==> config.mk <==
export PLATFORM = sky130hd
export DESIGN_NAME = song_sequencer_flat
export DESIGN_NICKNAME = d
export VERILOG_FILES = /design/src/rtl/song_sequencer_if.sv /design/src/rtl/song_sequencer.sv /design/src/flat_wrapper.sv
export SDC_FILE = /design/constraint.sdc
export NUM_CORES = 1
export LEC_CHECK = 0
export CAP_MARGIN = 25
export CORE_ASPECT_RATIO = 0.8
export CORE_MARGIN = 1
export CORE_UTILIZATION = 55
export CTS_CLUSTER_DIAMETER = 40
export CTS_CLUSTER_SIZE = 10
export DETAILED_ROUTE_END_ITERATION = 16
export PLACE_DENSITY_LB_ADDON = 0.1
export SLEW_MARGIN = 20
export SYNTH_ARGS = -nofsm -noshare
export SYNTH_HDL_FRONTEND = slang
export SYNTH_SLANG_ARGS = --single-unit
==> constraint.sdc <==
create_clock -name clk -period 7.08 [get_ports clk]
set_clock_uncertainty 0.2 [all_clocks]
set_input_delay 1.77 -clock clk [delete_from_list [all_inputs] [get_ports clk]]
set_output_delay 1.77 -clock clk [all_outputs]
set_load 0.05 [all_outputs]
==> src/rtl/song_sequencer_if.sv <==
// Control, ROM and tone-generator signals of the song sequencer.
// The slave side is the sequencer; the master side is the mode controller plus the song ROM.
interface song_sequencer_if #(
  parameter int unsigned ADDR_BITS = 6
);
  logic                 start;
  logic                 stop;
  logic                 pause;
  logic [1:0]           song_sel;
  logic [ADDR_BITS+1:0] rom_addr;
  logic [11:0]          rom_data;
  logic                 tone_en;
  logic [2:0]           tone_note;
  logic [1:0]           tone_oct;
  logic [6:0]           led;
  logic                 busy;
  logic                 done;
  logic [ADDR_BITS-1:0] note_idx;

  modport master (
    output start, stop, pause, song_sel, rom_data,
    input  rom_addr, tone_en, tone_note, tone_oct, led, busy, done, note_idx
  );

  modport slave (
    input  start, stop, pause, song_sel, rom_data,
    output rom_addr, tone_en, tone_note, tone_oct, led, busy, done, note_idx
  );
endinterface

==> src/rtl/song_sequencer.sv <==
// Song player: fetches ROM entries, times each note and the trailing gap from a ms tick,
// and drives the tone generator and note LEDs.
module song_sequencer #(
  parameter int unsigned TICK_DIV  = 100000,
  parameter int unsigned UNIT_MS   = 125,
  parameter int unsigned GAP_MS    = 20,
  parameter int unsigned ADDR_BITS = 6
) (
  input logic             clk,
  input logic             rst_n,
  song_sequencer_if.slave bus
);
  localparam int unsigned PW = (TICK_DIV > 1) ? $clog2(TICK_DIV) : 1;
  localparam int unsigned MW = 16;
  localparam logic [PW-1:0]        PRE_LAST = PW'(TICK_DIV - 1);
  localparam logic [ADDR_BITS-1:0] IDX_LAST = '1;

  typedef enum logic [2:0] {
    S_IDLE, S_FETCH, S_LATCH, S_PLAY, S_GAP, S_DONE
  } state_t;

  state_t               state_q, state_d;
  logic [1:0]           song_q,  song_d;
  logic [ADDR_BITS-1:0] idx_q,   idx_d;
  logic [PW-1:0]        pre_q,   pre_d;
  logic [MW-1:0]        ms_q,    ms_d;
  logic [2:0]           note_q,  note_d;
  logic [1:0]           oct_q,   oct_d;
  logic                 done_q,  done_d;
  logic                 tick;
  logic                 unused_rom_bits;

  assign unused_rom_bits = ^bus.rom_data[2:0];

  // State and datapath registers
  always_ff @(posedge clk or negedge rst_n) begin
    if (!rst_n) begin
      state_q <= S_IDLE;
      song_q  <= '0;
      idx_q   <= '0;
      pre_q   <= '0;
      ms_q    <= '0;
      note_q  <= '0;
      oct_q   <= '0;
      done_q  <= 1'b0;
    end else begin
      state_q <= state_d;
      song_q  <= song_d;
      idx_q   <= idx_d;
      pre_q   <= pre_d;
      ms_q    <= ms_d;
      note_q  <= note_d;
      oct_q   <= oct_d;
      done_q  <= done_d;
    end
  end

  // Next-state, prescaler and ms-counter logic; pause freezes everything outside IDLE
  always_comb begin
    state_d = state_q;
    song_d  = song_q;
    idx_d   = idx_q;
    pre_d   = pre_q;
    ms_d    = ms_q;
    note_d  = note_q;
    oct_d   = oct_q;
    tick    = 1'b0;

    if ((state_q == S_PLAY || state_q == S_GAP) && !bus.pause) begin
      tick  = (pre_q == PRE_LAST);
      pre_d = tick ? '0 : pre_q + PW'(1);
    end

    if (bus.stop) begin
      state_d = S_IDLE;
    end else if (state_q == S_IDLE) begin
      if (bus.start) begin
        song_d  = bus.song_sel;
        idx_d   = '0;
        state_d = S_FETCH;
      end
    end else if (!bus.pause) begin
      case (state_q)
        S_FETCH: state_d = S_LATCH;
        S_LATCH: begin
          note_d = bus.rom_data[11:9];
          oct_d  = (bus.rom_data[8:7] == 2'd3) ? 2'd1 : bus.rom_data[8:7];
          if (bus.rom_data[6:3] == 4'd0) begin
            state_d = S_DONE;
          end else begin
            ms_d    = MW'(bus.rom_data[6:3]) * MW'(UNIT_MS);
            pre_d   = '0;
            state_d = S_PLAY;
          end
        end
        S_PLAY: begin
          if (tick) begin
            ms_d = ms_q - MW'(1);
            if (ms_q == MW'(1)) begin
              ms_d    = MW'(GAP_MS);
              pre_d   = '0;
              state_d = S_GAP;
            end
          end
        end
        S_GAP: begin
          if (tick) begin
            ms_d = ms_q - MW'(1);
            if (ms_q == MW'(1)) begin
              // The index saturates: a full-length song ends instead of wrapping
              if (idx_q == IDX_LAST) begin
                state_d = S_DONE;
              end else begin
                idx_d   = idx_q + ADDR_BITS'(1);
                state_d = S_FETCH;
              end
            end
          end
        end
        S_DONE:  state_d = S_IDLE;
        default: state_d = S_IDLE;
      endcase
    end

    done_d = (state_d == S_DONE) && (state_q != S_DONE);
  end

  // Output decode from registered state and note registers
  assign bus.rom_addr  = {song_q, idx_q};
  assign bus.note_idx  = idx_q;
  assign bus.busy      = (state_q != S_IDLE);
  assign bus.done      = done_q;
  assign bus.tone_en   = (state_q == S_PLAY) && (note_q != 3'd0) && !bus.pause;
  assign bus.tone_note = (state_q != S_IDLE) ? note_q : 3'd0;
  assign bus.tone_oct  = (state_q != S_IDLE) ? oct_q : 2'd0;
  assign bus.led       = (state_q == S_PLAY && note_q != 3'd0) ?
                         7'(7'd1 << (note_q - 3'd1)) : 7'd0;
endmodule
==> src/flat_wrapper.sv <==
// flat-port wrapper written by rule: the top's interface ports become plain ports
module song_sequencer_flat 
#(
  parameter int unsigned TICK_DIV  = 100000,
  parameter int unsigned UNIT_MS   = 125,
  parameter int unsigned GAP_MS    = 20,
  parameter int unsigned ADDR_BITS = 6
)
  (clk, rst_n, bus_start, bus_stop, bus_pause, bus_song_sel, bus_rom_data, bus_rom_addr, bus_tone_en, bus_tone_note, bus_tone_oct, bus_led, bus_busy, bus_done, bus_note_idx);
  song_sequencer_if #(.ADDR_BITS(ADDR_BITS)) bus_i ();
  input logic clk;
  input logic rst_n;
  input wire logic [$bits(bus_i.start)-1:0] bus_start;
  input wire logic [$bits(bus_i.stop)-1:0] bus_stop;
  input wire logic [$bits(bus_i.pause)-1:0] bus_pause;
  input wire logic [$bits(bus_i.song_sel)-1:0] bus_song_sel;
  input wire logic [$bits(bus_i.rom_data)-1:0] bus_rom_data;
  output wire logic [$bits(bus_i.rom_addr)-1:0] bus_rom_addr;
  output wire logic [$bits(bus_i.tone_en)-1:0] bus_tone_en;
  output wire logic [$bits(bus_i.tone_note)-1:0] bus_tone_note;
  output wire logic [$bits(bus_i.tone_oct)-1:0] bus_tone_oct;
  output wire logic [$bits(bus_i.led)-1:0] bus_led;
  output wire logic [$bits(bus_i.busy)-1:0] bus_busy;
  output wire logic [$bits(bus_i.done)-1:0] bus_done;
  output wire logic [$bits(bus_i.note_idx)-1:0] bus_note_idx;
  assign bus_i.start = bus_start;
  assign bus_i.stop = bus_stop;
  assign bus_i.pause = bus_pause;
  assign bus_i.song_sel = bus_song_sel;
  assign bus_i.rom_data = bus_rom_data;
  assign bus_rom_addr = bus_i.rom_addr;
  assign bus_tone_en = bus_i.tone_en;
  assign bus_tone_note = bus_i.tone_note;
  assign bus_tone_oct = bus_i.tone_oct;
  assign bus_led = bus_i.led;
  assign bus_busy = bus_i.busy;
  assign bus_done = bus_i.done;
  assign bus_note_idx = bus_i.note_idx;
  song_sequencer #(.TICK_DIV(TICK_DIV), .UNIT_MS(UNIT_MS), .GAP_MS(GAP_MS), .ADDR_BITS(ADDR_BITS)) u_core (.clk(clk), .rst_n(rst_n), .bus(bus_i));
endmodule
# Word level (Yosys, flattened, before mapping)
# Index checks and enable logic that the tools add are counted.
[word_totals]
regBits = 50
word_cells = 88
inputBits = 19
output_inout_bits = 29
[classes]
shift = 1
n_bitwise = 3
multipliers = 1
mux = 37
n_reduce_logical = 18
n_eq_ne = 16
addsub = 4
[op_table]
columns = ["operator", "n"]
rows = [
  ["$mux W17", 8],
  ["$mux W16", 4],
  ["$pmux W16 S3", 1],
  ["$mux W6", 7],
  ["$pmux W17 S2", 1],
  ["$mux W3", 11],
  ["$add A17 B1 Y17 const B", 1],
  ["$eq A17 B17 Y1 const B", 1],
  ["$eq A16 B1 Y1 const B", 1],
  ["$sub A16 B1 Y16 const B", 1],
  ["$reduce_and A7 Y1", 2],
  ["$pmux W3 S4", 1],
  ["$mul A4 B7 Y11 const B", 1],
  ["$reduce_bool A3 Y1", 3],
  ["$ne A2 B1 Y1 const B", 4],
  ["$mux W7", 1],
  ["$shl A1 B3 Y7 const A", 1],
  ["$add A6 B1 Y6 const B", 1],
  ["$eq A3 B2 Y1 const B", 2],
  ["$eq A3 B3 Y1 const B", 2],
  ["$eq A6 B6 Y1 const B", 1],
  ["$reduce_bool A2 Y1", 3],
  ["$logic_and A1 B1 Y1", 4],
  ["$logic_not A4 Y1", 1],
  ["other kinds (13)", 17],
]

# Longest topological paths before layout
[logic_depth]
word_depth = 11
ltp_mapped = 11
depth_no_buf = 11

# Least setup slack after synthesis
# Ideal clock, no wire load.
[synth_path]
path_type = "input-to-output"
startpoint = "input port bus_pause"
endpoint = "output port bus_tone_en"
path_buffers = 1
stages = 2
t_arrival_ns = 3.048
slack_ns = 2.062
path_cell_list = "clkbuf_1 > nor3_1"
[synth_between]
elab_chain_cells = 2
[synth_lines]
columns = ["element", "line", "rtl"]
rows = [
  ["from (decl)", "flat_wrapper.sv:15", "input wire logic [$bits(bus_i.pause)-1:0] bus_pause;"],
  ["$logic_not A1 Y1", "song_sequencer.sv:133", "assign bus.tone_en = (state_q == S_PLAY) && (note_q != 3'd0) && !bus.pause;"],
  ["$logic_and A1 B1 Y1", "song_sequencer.sv:133", ""],
  ["to (decl)", "flat_wrapper.sv:19", "output wire logic [$bits(bus_i.tone_en)-1:0] bus_tone_en;"],
]
# No other way between the ends.

# Final worst setup path
# Same ends and word-level chain as after synthesis.

==> results.yml <==
status:
  status: "complete, no violations"
placement:
  dp_hpwl_mm: 6.12
  port_buffers: 44
  placed_cell_area_mm2: 0.00405
  gp_congestion: 0.851
  dp_slack_ns: 1.53
yosys:
  avgSynthCellArea_um2: 8.94
  ys_warn_count: 0
  synthAdderAreaFrac: 0.109
  netlist_instances: 402
  synth_cell_type_count: 62
  syn_nets: 448
  ys_seq_elements: 50
  synth-compound-area-share: 0.161
  async_flop_share: 1.00
  synth_ff_type: "dfrtp_1"
  synth_xor_area_frac: 0.0585
  synthMuxAreaShare: 0.0181
  synth_area_mm2: 0.00359
  synth_simple_gate_area_share: 0.251
  synth_edf_count: 0
  synth_top_family_by_area: "simple AND/OR/NAND/NOR gates"
  yosysSeqAreaShare: 0.348
detailed_routing:
  finalWirelength_mm: 8.57
  vias: 3098
  wl_per_cell_um: 16.5
  drtAntennaViolNets: 0
  drt-pass1-iter-count: 4
  drt_iter0_markers: 172
  route.detailed.drc: 0
  via_per_inst: 5.97
power:
  vdd_ir_drop_max_uv: 145
  p_leak_nw: 1.80
  p_per_area_mw_per_mm2: 189
setup_path:
  critPathLaunchType: "primary input"
  worstPathRequired_ns: 5.11
  arrival_ns: 3.56
  critPathCaptureType: "primary output"
  critPathMaxStageDelay_ns: 0.86
  cp_slowest_cell: "clkdlybuf4s50_1"
  path_cells: "clkdlybuf4s50_1 > nor3_1 > clkdlybuf4s50_1"
  critPathKind: "in2out"
  path_max_fanout: 12
  crit_top_cell: "clkdlybuf4s50_1"
  rrSetupSlack_ns: 3.70
grt:
  grt_pass1_vias: 2884
  grt_max_degree: 51
  grt_usage: 0.257
  antenna_found_initial: 0
  gr-total-overflow: 0
  grt_pass1_wl_mm: 13.7
die:
  dieArea_mm2: 0.00686
  placeableCoreArea_mm2: 0.00610
  ioPinCount: 48
  die_w_um: 92.4
  start_util: 0.589
  rows: 25
  die_y_um: 74.3
sta:
  min_period_ns: 5.53
  worstMarginPinSlew_ns: 0.922
  finalWorstSetupSlack_ns: 1.55
  rsz0062_at_grt: "no"
  finalCritPeriodShare: 0.781
  setup_viol: 0
  whs_ns: 0.290
  maxSlewViolCount: 0
  hold_viol_final: 0
  setup_tns_ns: 0
  max_freq_mhz: 181
  slew-limit-headroom: 0.380
layout:
  nNetsFinal: 483
  area_growth_pct: 15.2
  n_fill_cell: 511
  stdcell_area_mm2: 0.00414
  drive_above_1_share: 0.0502
  antenna_cells: 0
clock_tree:
  postCtsSetupBuffers: 0
  clk_pin_slew_ns: 0.09
  cts_root_buffer: "clkbuf_8"
  cts.repair.resized: 0
  ctsHoldBuffers: 0
  clockBufferDepth: 2
  cts_tree: "done"
  numCtsBuffers: 5
  clock_latency_ns: 0.32
  numClockSinks: 50
  cts-htree-levels: 2
worst_hold_path:
  hp-class: "reg2reg"
run:
  cap_violations: 0
==> layout make-up <==
type,count,area (µm²),share of cell area
Clock inverter,2,13.8,0.00333
Multi-Input combinational cell,307,2140,0.518
Timing Repair Buffer,47,458,0.111
Clock buffer,6,72.6,0.0175
Inverter,26,97.6,0.0236
Sequential cell,50,1250,0.302
Tap cell,81,101,0.0245
==> layer usage <==
metal | vias to the layer above | GRT usage | routed length (µm)
met1 | 1503 | 0.363 | 4090
met2 | 91 | 0.411 | 3850
met5 | - | 0 | 0
met4 | 0 | 0.0538 | 57
met3 | 5 | 0.0542 | 578
li1 | 1499 | - | -
==> cells in the final DEF (no fill, tap or decap), types with 11 or more instances in the layout <==
cell type	n
xnor2_1	13
ha_1	20
clkdlybuf4s50_1	43
nand2_1	33
nor2_1	41
o21ai_0	16
nor3_1	16
inv_1	26
dfrtp_1	50
xor2_1	11
a21oi_1	19
==> worst max-delay path, delay by kind of cell <==
family	cells	cell delay [ns]
buffers and inverters	2	1.50
AND/OR/NAND/NOR	1	0.29
==> sequential cells by signal, indices dropped and copies added, names as in the netlist <==
name                 count
u_core.ms_q             16
u_core.bus.done          1
u_core.oct_q             2
u_core.note_q            3
u_core.song_q            2
u_core.state_q           3
u_core.pre_q            17
u_core.bus.note_idx      6
==> cell usage after synthesis (all sizes together), types with 3 or more instances <==
library cell / number / area (µm²)
dfrtp: 50 / 1250
nor2: 41 / 154
nand2: 33 / 124
inv: 26 / 97.6
a21oi: 20 / 111
ha: 20 / 250
o21ai: 18 / 90.1
nor3: 16 / 80.1
xnor2: 13 / 114
xor2: 11 / 96.3
buf: 10 / 65.1
nand3: 10 / 50.1
and2: 9 / 56.3
clkbuf: 9 / 33.8
and3: 8 / 50.1
fa: 7 / 140
nor4: 7 / 58.8
or3: 6 / 42.5
or4: 6 / 45.0
a211oi: 5 / 50.1
nand2b: 5 / 31.3
nand4: 5 / 37.5
a22o: 4 / 35.0
a31oi: 4 / 25.0
mux2: 4 / 45.0
nand3b: 4 / 30.0
o22ai: 4 / 25.0
nor3b: 3 / 22.5
o21a: 3 / 22.5
o221ai: 3 / 26.3
o31ai: 3 / 22.5
o32ai: 3 / 26.3
or4b: 3 / 33.8
==> through the flow <==
step                power, mW  instances   util
floorplan               0.531        402      -
global placement        0.600        511  0.664
detailed placement      0.611        511  0.664
CTS                     0.782        519  0.679
global route            0.823        519  0.679
finish                  0.781        519  0.679
==> path summary, 6_finish.rpt <==
path,startpoint,to,cells past startpoint
worst max-delay path,bus_pause,bus_tone_en,3
worst min-delay path,u_core.song_q[1]$_DFFE_PN0P_,u_core.song_q[1]$_DFFE_PN0P_,2
worst max register to register,u_core.state_q[2]$_DFF_PN0_,u_core.bus.note_idx[5]$_DFFE_PN0P_,6
worst min register to register,u_core.song_q[1]$_DFFE_PN0P_,u_core.song_q[1]$_DFFE_PN0P_,2
max in group asynchronous,rst_n,u_core.bus.note_idx[2]$_DFFE_PN0P_,2
min in group asynchronous,rst_n,u_core.ms_q[11]$_DFFE_PN0P_,2
==> report_power, final <==
group / total, mW / internal (mW) / switching (mW)
combinational: 0.262 / 0.108 / 0.155
clock: 0.171 / 0.0700 / 0.101
sequential: 0.347 / 0.314 / 0.0332
==> kinds of logic after synthesis <==
group / Yosys count
xor+xnor: 24
compound gates: 84
simple gates: 166
mux: 6
fa+ha+maj: 27
flops: 50
buf+inv: 45
Note: power is estimated with default switching activity, not from simulation.
